## config.mk

```make
export PLATFORM = sky130hd
export DESIGN_NAME = rx_sync_ctrl
export DESIGN_NICKNAME = d
export VERILOG_FILES = /design/src/rtl/rx_sync_pkg.sv /design/src/rtl/rx_sync_err_mon.sv /design/src/rtl/rx_sync_ctrl.sv
export SDC_FILE = /design/constraint.sdc
export NUM_CORES = 1
export LEC_CHECK = 0
export ABC_AREA = 1
export ABC_CLOCK_PERIOD_IN_PS = 1730
export CORE_MARGIN = 4
export CORE_UTILIZATION = 40
export DETAILED_ROUTE_END_ITERATION = 8
export GPL_TIMING_DRIVEN = 0
export SYNTH_ARGS = -nofsm -noshare
export SYNTH_HDL_FRONTEND = slang
export SYNTH_SLANG_ARGS = --single-unit
```

## constraint.sdc

```tcl
create_clock -name clk -period 1.73 [get_ports clk]
set_input_delay 0.346 -clock clk [delete_from_list [all_inputs] [get_ports clk]]
set_output_delay 0.346 -clock clk [all_outputs]
set_load 0.02 [all_outputs]
```

## src/rtl/rx_sync_pkg.sv

```systemverilog
// Shared types and constants for the RX symbol-lock controller.
// State encoding, K28.5 patterns, default sizes and a counter-width helper.
package rx_sync_pkg;

  typedef enum logic [1:0] {
    LOS   = 2'b00,
    ACQ   = 2'b01,
    SYNC  = 2'b10,
    CHECK = 2'b11
  } sync_state_e;

  localparam logic [9:0] K285_RDN = 10'h0FA;
  localparam logic [9:0] K285_RDP = 10'h305;

  localparam int ERR_THRESH_DEF  = 4;
  localparam int GOOD_RUN_DEF    = 4;
  localparam int ACQ_TIMEOUT_DEF = 1024;

  localparam int ACQ_W_DEF = $clog2(ACQ_TIMEOUT_DEF);
  localparam int GR_W_DEF  = $clog2(GOOD_RUN_DEF + 1);

  // Bits needed to count 0..n-1, never less than 1.
  function automatic int cnt_w(input int n);
    return (n < 2) ? 1 : $clog2(n);
  endfunction

endpackage

```

## src/rtl/rx_sync_err_mon.sv

```systemverilog
// Up/down error counter with good-run decrement for the sync FSM.
// Ports: clr/load1/chk commands, err_sym/good_sym, err_cnt, thresh_hit, cnt_zero.
module rx_sync_err_mon
  import rx_sync_pkg::*;
#(
  parameter int ERR_THRESH = ERR_THRESH_DEF,
  parameter int GOOD_RUN   = GOOD_RUN_DEF
) (
  input  logic       clk,
  input  logic       rst_n,
  input  logic       clr,
  input  logic       load1,
  input  logic       chk,
  input  logic       err_sym,
  input  logic       good_sym,
  output logic [3:0] err_cnt,
  output logic       thresh_hit,
  output logic       cnt_zero
);

  localparam int             GW    = cnt_w(GOOD_RUN);
  localparam logic [3:0]     THR   = 4'(ERR_THRESH);
  localparam logic [GW-1:0]  GLAST = GW'(GOOD_RUN - 1);

  logic [GW-1:0] good_cnt;
  logic          good_done;

  // Hints are ungated; the FSM qualifies them with its state.
  assign thresh_hit = err_sym & (err_cnt >= THR - 4'd1);
  assign good_done  = good_sym & (good_cnt == GLAST);
  assign cnt_zero   = good_done & (err_cnt <= 4'd1);

  always_ff @(posedge clk or negedge rst_n) begin
    if (!rst_n) begin
      err_cnt  <= '0;
      good_cnt <= '0;
    end else if (clr) begin
      err_cnt  <= '0;
      good_cnt <= '0;
    end else if (load1) begin
      err_cnt  <= 4'd1;
      good_cnt <= '0;
    end else if (chk & err_sym) begin
      good_cnt <= '0;
      err_cnt  <= thresh_hit ? THR : err_cnt + 4'd1;
    end else if (chk & good_done) begin
      good_cnt <= '0;
      err_cnt  <= (err_cnt == 4'd0) ? 4'd0 : err_cnt - 4'd1;
    end else if (chk & good_sym) begin
      good_cnt <= good_cnt + GW'(1);
    end
  end

endmodule

```

## src/rtl/rx_sync_ctrl.sv

```systemverilog
// RX symbol-lock controller: sequences comma detector, tracks errors, gates data.
// Ports: en, sym_valid, code/disp_err, comma_lock/pulse in; det_en, det_rst,
// rx_sync, rx_data_en, sync_state, err_cnt, lol_pulse out.
// RX_SYNC_STATS_EN adds lol_count[7:0], a saturating loss-of-lock counter.
module rx_sync_ctrl
  import rx_sync_pkg::*;
#(
  parameter int ERR_THRESH  = ERR_THRESH_DEF,
  parameter int GOOD_RUN    = GOOD_RUN_DEF,
  parameter int ACQ_TIMEOUT = ACQ_TIMEOUT_DEF
) (
  input  logic       clk,
  input  logic       rst_n,
  input  logic       en,
  input  logic       sym_valid,
  input  logic       code_err,
  input  logic       disp_err,
  input  logic       comma_lock,
  input  logic       comma_pulse,
  output logic       det_en,
  output logic       det_rst,
  output logic       rx_sync,
  output logic       rx_data_en,
  output logic [1:0] sync_state,
  output logic [3:0] err_cnt,
  output logic       lol_pulse
`ifdef RX_SYNC_STATS_EN
  ,
  output logic [7:0] lol_count
`endif
);

  localparam int            TW    = cnt_w(ACQ_TIMEOUT);
  localparam logic [TW-1:0] TLAST = TW'(ACQ_TIMEOUT - 1);

  sync_state_e   state, nxt;
  logic [TW-1:0] timer, timer_n;
  logic          det_rst_n, lol_n;
  logic          clr, load1, chk;
  logic          err_sym, good_sym;
  logic          thresh_hit, cnt_zero;

  assign err_sym    = sym_valid & (code_err | disp_err);
  assign good_sym   = sym_valid & ~(code_err | disp_err);
  assign sync_state = state;

  rx_sync_err_mon #(
    .ERR_THRESH (ERR_THRESH),
    .GOOD_RUN   (GOOD_RUN)
  ) u_err_mon (
    .clk        (clk),
    .rst_n      (rst_n),
    .clr        (clr),
    .load1      (load1),
    .chk        (chk),
    .err_sym    (err_sym),
    .good_sym   (good_sym),
    .err_cnt    (err_cnt),
    .thresh_hit (thresh_hit),
    .cnt_zero   (cnt_zero)
  );

  always_comb begin
    nxt       = state;
    timer_n   = timer;
    det_rst_n = 1'b0;
    lol_n     = 1'b0;
    clr       = 1'b0;
    load1     = 1'b0;
    chk       = 1'b0;
    if (!en) begin
      nxt     = LOS;
      clr     = 1'b1;
      timer_n = '0;
    end else begin
      unique case (state)
        LOS: begin
          nxt       = ACQ;
          det_rst_n = 1'b1;
          clr       = 1'b1;
          timer_n   = '0;
        end
        ACQ: begin
          clr = 1'b1;
          // Lock beats a timeout landing on the same symbol.
          if (comma_lock & comma_pulse) begin
            nxt     = SYNC;
            timer_n = '0;
          end else if (sym_valid) begin
            if (timer == TLAST) begin
              timer_n   = '0;
              det_rst_n = 1'b1;
            end else begin
              timer_n = timer + TW'(1);
            end
          end
        end
        SYNC: begin
          if (!comma_lock) begin
            nxt   = LOS;
            lol_n = 1'b1;
          end else if (err_sym) begin
            nxt   = CHECK;
            load1 = 1'b1;
          end
        end
        CHECK: begin
          if (!comma_lock) begin
            nxt   = LOS;
            lol_n = 1'b1;
          end else begin
            chk = 1'b1;
            if (thresh_hit) begin
              nxt   = LOS;
              lol_n = 1'b1;
            end else if (cnt_zero) begin
              nxt = SYNC;
            end
          end
        end
        default: nxt = LOS;
      endcase
    end
  end

  always_ff @(posedge clk or negedge rst_n) begin
    if (!rst_n) begin
      state      <= LOS;
      timer      <= '0;
      det_en     <= 1'b0;
      det_rst    <= 1'b0;
      rx_sync    <= 1'b0;
      rx_data_en <= 1'b0;
      lol_pulse  <= 1'b0;
    end else begin
      state      <= nxt;
      timer      <= timer_n;
      det_en     <= (nxt == ACQ);
      det_rst    <= det_rst_n;
      rx_sync    <= (nxt == SYNC) | (nxt == CHECK);
      rx_data_en <= rx_sync & sym_valid;
      lol_pulse  <= lol_n;
    end
  end

`ifdef RX_SYNC_STATS_EN
  always_ff @(posedge clk or negedge rst_n) begin
    if (!rst_n) begin
      lol_count <= '0;
    end else if (lol_n && lol_count != 8'hFF) begin
      lol_count <= lol_count + 8'd1;
    end
  end
`endif

endmodule

```

==> results of run 1 <==
==> worst min-delay path by stage <==
stage | cells past startpoint | startpoint | endpoint
CTS | 2 | rx_sync$_DFF_PN0_ | rx_data_en$_DFF_PN0_
detailed placement | 2 | rx_sync$_DFF_PN0_ | rx_data_en$_DFF_PN0_
global route | 3 | sym_valid | rx_data_en$_DFF_PN0_
global placement | 2 | rx_sync$_DFF_PN0_ | rx_data_en$_DFF_PN0_
finish | 3 | sym_valid | rx_data_en$_DFF_PN0_
floorplan | 0 | rst_n | det_en$_DFF_PN0_
==> state kept, by name, indices dropped and copies added (netlist names) <==
register,flops
timer,10
u_err_mon.err_cnt,4
sync_state,2
u_err_mon.good_cnt,2
det_en,1
det_rst,1
lol_pulse,1
rx_data_en,1
rx_sync,1
==> power breakdown <==
| group | internal [mW] | switching [mW] |
|---|---|---|
| clock | 0.0865 | 0.170 |
| sequential | 0.550 | 0.0106 |
| combinational | 0.0523 | 0.0875 |
| total | 0.688 | 0.268 |
==> metrics by stage <==
stage               setup WS (ns)  setup TNS, ns  hold slack, ns
floorplan                  0.3486              0         0.05041
global placement          -0.2589         -2.155          0.4478
detailed placement        -0.2556         -2.645          0.4691
CTS                      0.005912              0          0.4889
global route              0.01558              0          0.3605
finish                    0.07483              0          0.3733
==> metal layers <==
layer / wire length, um / GRT usage [%] / part of all wire, % / up-vias
met2: 1294 / 23.47 / 41 / 38
li1: - / - / - / 689
met1: 1665 / 23.06 / 52 / 581
met5: 0 / 0 / 0 / -
met4: 46 / 5.211 / 1.4 / 0
met3: 183 / 2.463 / 5.7 / 7
==> cells by family (layout without fill, tap and decap cells) <==
logic type / after synthesis / count (layout)
simple gates: 116 / 116
xor+xnor: 3 / 3
fa+ha+maj: 6 / 6
flops: 23 / 23
buf+inv: 32 / 54
compound gates: 24 / 24
==> layout by cell type, fill, tap and decap left out, drive strengths merged <==
cell / instances
a21oi: 5
a31oi: 2
buf: 1
clkbuf: 3
clkdlybuf4s50: 13
clkinv: 1
dfrtp: 23
dlygate4sd2: 2
dlymetal6s2s: 3
ha: 6
inv: 31
nand2: 65
nand3: 23
nand3b: 1
nand4: 4
nor2: 22
o21ai: 14
o21bai: 2
o22ai: 1
or2: 1
xor2: 3
==> area by class of cell <==
cell class / count / area [um^2] / area share [%]
Tap cell: 46 / 57.56 / 3.355
Sequential cell: 23 / 575.6 / 33.55
Inverter: 31 / 116.4 / 6.783
Clock inverter: 1 / 5.005 / 0.2918
Buffer: 1 / 7.507 / 0.4376
Timing Repair Buffer: 18 / 185.2 / 10.80
Clock buffer: 3 / 22.52 / 1.313
Multi-Input combinational cell: 149 / 745.7 / 43.47
==> repair_timing <==
action                                  CTS  global route
gates resized for setup                   2             5
endpoints found under the setup margin    2             7
gates cloned                              0             0
==> metrics.md, run 1 <==
| Metric | Value |
|---|---|
| CP bufs+invs | 1 |
| WL per Instance | 11.73 um |
| Inserted Diodes | 0 |
| Mapped cell area | 0.001439 mm^2 |
| Mux cell area share after synthesis | 0% |
| Top FF cell, synth | dfrtp_1 |
| Number of clock sinks | 23 |
| Area grow syn2layout | 19.22% |
| Chip height | 67.98 um |
| Setup Viol. Count Final | 0 |
| Synth Area in XOR/XNOR | under 10% |
| Hold_buf cts | 0 |
| Worst slew pin tran | about 1.0 ns |
| Number of vias in the routed layout | around 1300 |
| Dpl cells | between 200 and 300 |
| Number of setup buffers added after CTS | 0 |
| Core area | 0.003416 mm^2 |
| Final nets | 241 |
| Design area | 0.001715 mm^2 |
| Kind of critical path | reg2out |
| R2R Path End | timer[7]$_DFFE_PN0P_ |
| Synth area leaders | dfrtp_1 40%, nand2_1 17%, inv_1 7.8%, nand3_1 7.7%, ha_1 5.2% |
| GP Congestion | 0.8700 |
| Synth Instances | around 200 |
| Max cap viols | 0 |
| Fillers | ~340 |
| Dpl hpwl | 2.418 mm |
| Worst Setup EP | err_cnt[3] |
| Power Density | 557.7 mW/mm^2 |
| Syn_nets | 218 |
| CP Launch Point | u_err_mon.err_cnt[3]$_DFFE_PN0P_ |
| Post-synthesis cell type count | 21 |
| DP Area | approximately 0.0017 mm^2 |
| Final ANT Viol Nets | 0 |
| Clk_lat worst skew | 0.32 ns |
| Worst Setup Start Kind | register |
| Worst vdd ir | approximately 0.26 mV |
| Tot Pwr | approximately 960 uW |
| Synth Area in Compound Gates | around 9% |
| Largest stage delay, worst path | 0.61 ns |
| Clock Pin Slew Worst Setup and Hold Paths | around 0.14 ns |
| Final hold violations | 0 |
| CP Depth | 1 |
| Leak | 0.9478 nW |
| Synth warnings | 0 |
| Endpoint class of the critical path | output pin |
| Critical R2R Launch | timer[0]$_DFFE_PN0P_ |
| Non-Filler Instances | roughly 270 |
| TritonCTS buffer count | 3 |
| Synth Area in Simple Gates | a little over a third |
| Syn_area_per_cell | approximately 7.1 um^2 |
| CP Max Fanout | 3 |
| Largest area contributor in the netlist | dfrtp_1 |
| Util after Layout | approximately half |
| Final WL | about 3.2 mm |
| CTS Root Buffer Type | clkbuf_4 |
| DRT Pass-1 Iters | 4 |
| Fmax | roughly 0.6 GHz |
| Initial antenna violation count | 0 |
| Hold Path Class | in2reg |
| Unrepaired setup endpoints after global routing | no |
| Register bit total from synthesis | 23 |
| Sequential-to-total area share from yosys stat | about two fifths |
| Post-Synth Adder-Cell Area | between 5 and 6% |
| GRT Total Usage | ~16% |
| FP Rows | 21 |
| Final Cycle Share | between 90% and 100% |
| Largest net degree at the start of global routing | 24 |
| Crit path DAT | between 1 and 1.5 ns |
| I/O pin cnt | 19 |
| # DRC | 0 |
| Via density | 4.835 |
| Largest family of logic cells by synthesized area | simple AND/OR/NAND/NOR gates |
| Most common cell in the synthesized netlist | nand2_1 |
| Worst EP required | about 1.4 ns |
| Asr flop ratio synth | 100.0% |
| Max-slew violation count | 0 |
| Worst Clk Skew | just over 0.009 ns |
| Worst reg2reg path depth | 8 |
| DIE AREA | between 0.004 and 0.005 mm^2 |
| Layout cells sized above 1 | 6.195% |
| Crit-path cells | clkdlybuf4s50_1 |
| Initial core utilization | a little over two fifths |
| Crit-path leading delay family | buffers and inverters |
| Grt ovf | 0 |
| Slew headroom | a little under a third |
| Min Tclk post-route | around 1.7 ns |
| Top cell type's share of synthesized area | between 30% and 40% |
| H-tree Lvls | 1 |
| Port bufs | 18 |
| Number of synthesized flops with an enable pin | 0 |
| Slowest-stage cell, CP | clkdlybuf4s50_1 |
| R2R setup slack | between 0.15 and 0.2 ns |
| Vias in the first global route | approximately 1300 |
| Global-route wire length before repair | 5.568 mm |
| Outcome | completed |
| Die W | between 60 and 70 um |
| Top post-synthesis cells by count | 65 x nand2_1, 30 x inv_1, 23 x dfrtp_1, 22 x nand3_1, 18 x nor2_1 |
| Max clock buf depth | 2 |
| CTS tree | built |
| Initial drt markers | 70 |
No activity file was read; power rests on OpenSTA's default activity.
==> inputs of run 2 (changes only) <==
CORE_ASPECT_RATIO = 0.5   (was default)
==> metrics.md, run 2 (same netlist as run 1, synthesis figures left out) <==
| Metric | Value |
|---|---|
| Outcome | completed |
| Endpoint class of the critical path | output pin |
| Clk_lat worst skew | 0.27 ns (-0.05 ns) |
| CP Max Fanout | 5 (+2) |
| Worst Setup Start Kind | register |
| # DRC | 0 (unchanged) |
| Hold_buf cts | 0 (unchanged) |
| Worst vdd ir | 0.2406 mV (-8.0%) |
| Leak | 0.9182 nW (-3.1%) |
| Area grow syn2layout | 20.43% |
| Final ANT Viol Nets | 0 (unchanged) |
| Initial drt markers | 33 (-53%) |
| Area of the multi-input gates | 743.2 um^2 (-0.34%) |
| Post-Route Setup TNS | 0 ns (unchanged) |
| WL per Instance | 11.16 um (-4.9%) |
| Crit-path cells | clkdlybuf4s50_1 |
| Power Density | 603.9 mW/mm^2 (+8.3%) |
| H-tree Lvls | 1 (unchanged) |
| Worst reg2reg path depth | 7 (-1) |
| FP Rows | 15 (-29%) |
| Tot Pwr | 1.047 mW (+9.4%) |
| Max clock buf depth | 2 (unchanged) |
| Worst slew pin tran | 1.072 ns (+0.04823 ns) |
| Sw Pwr | 283.6 uW (+5.7%) |
| TritonCTS buffer count | 3 (unchanged) |
| DRT Pass-1 Iters | 5 (+1) |
| Largest regs | timer x10, u_err_mon.err_cnt x4 |
| Largest stage delay, worst path | 0.63 ns (+0.02 ns) |
| R2R Path End | sync_state[0]$_DFF_PN0_ |
| Dpl hpwl | 2.332 mm (-3.6%) |
| Inserted Diodes | 0 (unchanged) |
| Combinational power share | 13.2% (-1.4 points) |
| Setup Viol. Count Final | 0 (unchanged) |
| Final nets | 241 (unchanged) |
| Global-route wire length before repair | 5.706 mm (+2.5%) |
| Fmax | 0.5942 GHz (-1.6%) |
| Initial core utilization | 41.67% (-0.46 points) |
| Chip height | 50.41 um (-26%) |
| Internal cell power | 763.0 uW (+11%) |
| R2R setup slack | 0.23 ns (+0.05 ns) |
| Min Tclk post-route | 1.683 ns (+0.02773 ns) |
| Slew headroom | 28.29% (-3.2 points) |
| Max cap viols | 0 (unchanged) |
| Number of clock sinks | 23 (unchanged) |
| Hold path cells | 3 (unchanged) |
| Final Cycle Share | 97.28% (+1.6 points) |
| HP Start | sym_valid |
| Seq. cell area | 575.6 um^2 (unchanged) |
| Switching Fraction | 27.10% (-0.94 points) |
| Clock Pin Slew Worst Setup and Hold Paths | 0.09 ns (-0.05 ns) |
| Unrepaired setup endpoints after global routing | yes |
| Layout cells sized above 1 | 5.752% (-0.44 points) |
| Max-slew violation count | 0 (unchanged) |
| Initial antenna violation count | 0 (unchanged) |
| Util after Layout | 50.18% (about the same) |
| Crit-path leading delay family | buffers and inverters |
| Min Hold Slack | 0.4189 ns (+0.04561 ns) |
| CP bufs+invs | 1 (unchanged) |
| Final WL | 3.091 mm (-3.1%) |
| Hold Path Class | in2reg |
| Clock power share | 33.3% (+6.5 points) |
| Flop pwr share | 53.5% (-5.1 points) |
| Largest Register | timer |
| Commonest non-fill, non-tap cell in the layout | nand2_1 |
| GP Congestion | 0.7869 (-9.6%) |
| Port bufs | 18 (unchanged) |
| Slowest-stage cell, CP | clkdlybuf4s50_1 |
| GRT Total Usage | 15.57% (-0.17 points) |
| Worst Clk Skew | 0.005785 ns (-0.003405 ns) |
| Largest net degree at the start of global routing | 24 (unchanged) |
| Max reg flops | 10 (unchanged) |
| Die W | 92.82 um (+37%) |
| Final hold violations | 0 (unchanged) |
| Kind of critical path | reg2out |
| Number of vias in the routed layout | 1323 (+0.61%) |
| Vias in the first global route | 1238 (-2.8%) |
| CTS Root Buffer Type | clkbuf_8 |
| Hold path endpoint | rx_data_en$_DFF_PN0_ |
| I/O pin cnt | 19 (unchanged) |
| CTS tree | built |
| Grt ovf | 0 (unchanged) |
| Critical R2R Launch | u_err_mon.err_cnt[0]$_DFFE_PN0P_ |
| DIE AREA | 0.004679 mm^2 (+1.3%) |
| Via density | 4.776 (-1.2%) |
| Most frequent cells in the layout | 65 x nand2_1, 30 x inv_1, 23 x dfrtp_1 |
| Fillers | 369 (+7.9%) |
| Worst EP required | 1.38 ns (about the same) |
| Crit path DAT | 1.34 ns (+0.03 ns) |
| Core area | 0.003453 mm^2 (+1.1%) |
==> run 2: per-stage QoR <==
stage | instances | setup slack (ns) | area (um^2)
3_5_place_dp | 273 | -0.2337 | 1683
3_3_place_gp | 273 | -0.2112 | 1683
4_1_cts | 277 | 0.02234 | 1727
6_report | 277 | 0.04711 | 1733
2_1_floorplan | 204 | 0.3486 | 1439
5_1_grt | 277 | -0.02652 | 1733
==> run 2: worst reg2reg max path: stages, from the launching register on <==
cell	delay (ns)
dfrtp_1	0.44
inv_1	0.16
ha_1	0.20
o21ai_0	0.11
nor2_1	0.14
nor2_1	0.06
o21ai_0	0.21
inv_1	0.08
==> run 2: worst max path at each step <==
stage / cells past startpoint / slack [ns] / end / start
floorplan: 7 / 0.35 / det_en$_DFF_PN0_ / u_err_mon.err_cnt[0]$_DFFE_PN0P_
global placement: 8 / -0.21 / det_en$_DFF_PN0_ / sym_valid
detailed placement: 8 / -0.23 / det_en$_DFF_PN0_ / sym_valid
CTS: 1 / 0.02 / err_cnt[0] / u_err_mon.err_cnt[0]$_DFFE_PN0P_
global route: 7 / -0.03 / timer[7]$_DFFE_PN0P_ / comma_lock
finish: 1 / 0.05 / err_cnt[0] / u_err_mon.err_cnt[0]$_DFFE_PN0P_
==> run 2: cell type report <==
class	instances	area share [%]
multi-input combinational	149	42.89
buffer	1	0.4332
clock inverter	1	0.2888
tap	51	3.682
sequential	23	33.21
timing repair buffer	18	10.40
inverter	31	6.715
clock buffer	3	2.383
==> run 2: metal layers <==
layer | wire [um] | part of all wire (%) | vias up | GRT usage [%]
met5 | 0 | 0 | - | 0
met4 | 40 | 1.3 | 0 | 5.109
met3 | 114 | 3.7 | 5 | 4.042
met2 | 1346 | 44 | 16 | 24.67
met1 | 1589 | 51 | 608 | 20.81
li1 | - | - | 694 | -
==> run 2: power by group through the flow <==
| stage | clock network, mW | registers, mW | logic (mW) |
|---|---|---|---|
| after floorplan | 0 | 0.582 | 0.0613 |
| after global placement | 0 | 0.570 | 0.141 |
| after detailed placement | 0 | 0.571 | 0.141 |
| after CTS | 0.373 | 0.560 | 0.140 |
| after global routing | 0.394 | 0.562 | 0.156 |
| final | 0.348 | 0.560 | 0.138 |
==> run 2: timing repair <==
action                                  in CTS  in global routing
setup buffers                                0                  0
endpoints found under the setup margin       2                  5
gates resized for setup                      2                  2
==> patch, RTL diff (flow settings as in run 1) <==
Add a define of `RX_SYNC_STATS_EN`.
--- a/src/rtl/rx_sync_ctrl.sv
+++ b/src/rtl/rx_sync_ctrl.sv
@@ -2,6 +2,8 @@
 // Ports: en, sym_valid, code/disp_err, comma_lock/pulse in; det_en, det_rst,
 // rx_sync, rx_data_en, sync_state, err_cnt, lol_pulse out.
 // RX_SYNC_STATS_EN adds lol_count[7:0], a saturating loss-of-lock counter.
+`define RX_SYNC_STATS_EN
+
 module rx_sync_ctrl
   import rx_sync_pkg::*;
 #(
Check against the original RTL (old outputs only; new: lol_count): equivalent (Yosys induction, for registers that start in step).
==> patch against run 1 <==
  * Area after synthesis rose by 30%
  * Count of clock-buffer cells in the layout rose by 4
  * Wire length rose by 25%
  * Design area rose by 36%
  * Power rose by 60%
  * Die area rose by 26%
  * Worst setup slack got worse by 0.021 ns
  * Sequential cell count rose by 8
  * Critical endpoint is now lol_count[3]
==> patch: results (changes against run 1) <==
The largest stage delay on the critical path came out at 0.63 ns (+0.02 ns). By area the synthesized netlist is led by sky130_fd_sc_hd__dfrtp_1 (41%), sky130_fd_sc_hd__nand2_1 (16%), sky130_fd_sc_hd__nand3_1 (6.7%), sky130_fd_sc_hd__ha_1 (4.7%), sky130_fd_sc_hd__inv_1 (4.0%). The via count of the first global-routing pass is 1,577 (+24%). The weighted congestion at the end of routability-driven global placement came to 0.880 (+1.2%). The insertion delay to the later sink of the worst-skew pair is 0.28 ns (-0.04 ns). The number of buffers created by CTS came out at 5 (+2). The setup slack on the worst flop-to-flop path came out at 0.20 ns (+0.02 ns). The number of placement rows came out at 24 (+14%). The root buffer cell is sky130_fd_sc_hd__clkbuf_8.

In the final layout, the registers with the most flip-flops are timer: 10 flops, lol_count: 8 flops, u_err_mon.err_cnt: 4 flops. The worst path arrival time was 1.33 ns (+0.02 ns). The tightest min-delay check is of the in2async type. The area after detailed placement is 2190 µm² (+31%).

The number of standard cells in the layout, taps in and fillers out is 330 (+21%). The total placed cells including tap cells came out at 320 (+19%). The half-perimeter wire length after placement came out at 2890 µm (+20%). The layout cell share with drive strength beyond 1 is 13.7% (+7.5 points). The violation count after the first detailed-route iteration is 69 (-1.4%). After synthesis, the most frequently instantiated cells are sky130_fd_sc_hd__nand2_1 (78), sky130_fd_sc_hd__dfrtp_1 (31), sky130_fd_sc_hd__nand3_1 (25). The count of fill cells added during filler insertion came out at 451 (+32%). Tracing the worst setup path back leads to its startpoint at lol_count[3]$_DFFE_PN0P_. The synthesized net count is 257 (+18%). The gate count of the mapped netlist is 242 (+19%).

The portion of the post-synthesis area used by sequential elements came out at 41.4% (+1.4 points). The leakage power total came out at 1.16 nW (+23%). The end of the critical path is lol_count[3]. The number of cells traversed by the worst register-to-register path is 7 (-1). The largest fanout of any net on the critical path was 5 (+2). The final setup skew is 0.00615 ns (-0.00304 ns). The number of nets in the finished design came out at 292 (+21%). The number of distinct library cells after synthesis came to 26 (+24%). The number of port buffers came out at 26 (+8).

The flow ran to the end, and the final reports show no timing, DRC or antenna violations. The worst hold margin is 0.113 ns (-0.260 ns). The pin count of the biggest net entering global routing came out at 32 (+33%). The global-route track usage on met1 was 20.0% (-3.0 points).

The startpoint of the most critical register-to-register path is lol_count[0]$_DFFE_PN0P_. The endpoint identified for the worst register-to-register timing path is lol_count[2]$_DFFE_PN0P_. The combined global-route utilization of all metal layers came out at 15.1% (-0.68 points). The worst relative slew slack came out at 52.3% (+21 points). The core region area is 4440 µm² (+30%).
==> patch: cell types whose count changed after synthesis, sizes merged, moves of 5 or more <==
cell and change:
dfrtp +8, inv -8, nand2 +21, xor2 +5
==> patch: kinds of logic after synthesis <==
logic type / Yosys count / synth area share [%]
AOI/OAI and AO/OA: 25 / 9.21
xor gates and xnor gates: 11 / 5.14
and+or+nand+nor: 143 / 34.5
buffers and inverters: 25 / 5.07
adders and majority gates: 7 / 4.67
DFF: 31 / 41.4
==> patch: per-layer routing <==
layer / part of all wire, % / wire length (µm)
met1: 48 / 1920
met2: 46 / 1860
met3: 3.9 / 157
met4: 1.5 / 59
met5: 0 / 0
==> patch: through the flow <==
stage                     setup TNS (ns)  power (mW)  utilization [%]
after floorplan                        0       0.888                -
after global placement            -14.79       0.992             49.5
after detailed placement           -3.44       0.993             49.4
after CTS                              0        1.56             51.6
after global routing            -0.00223        1.62             52.4
final                                  0        1.53             52.4
==> patch: cell type report <==
| cell class | count | area share [%] |
|---|---|---|
| Multi-Input combinational cell | 186 | 43.9 |
| Sequential cell | 31 | 33.4 |
| Tap cell | 52 | 2.79 |
| Timing Repair Buffer | 28 | 12.4 |
| Clock buffer | 7 | 3.28 |
| Inverter | 25 | 4.08 |
| Clock inverter | 1 | 0.215 |
==> patch: power by group through the flow <==
stage	sequential, mW	combinational [mW]	clock, mW
floorplan	0.818	0.0698	0
global placement	0.791	0.200	0
detailed placement	0.792	0.201	0
CTS	0.779	0.201	0.580
global route	0.784	0.219	0.618
finish	0.779	0.197	0.553
==> patch: timing repair <==
action                                  CTS  global route
setup buffers                             1             1
endpoints found under the hold margin     0             0
gates resized for setup                   5             9
gates cloned                              0             0
pin swaps                                 1             2
endpoints found under the setup margin   12            19
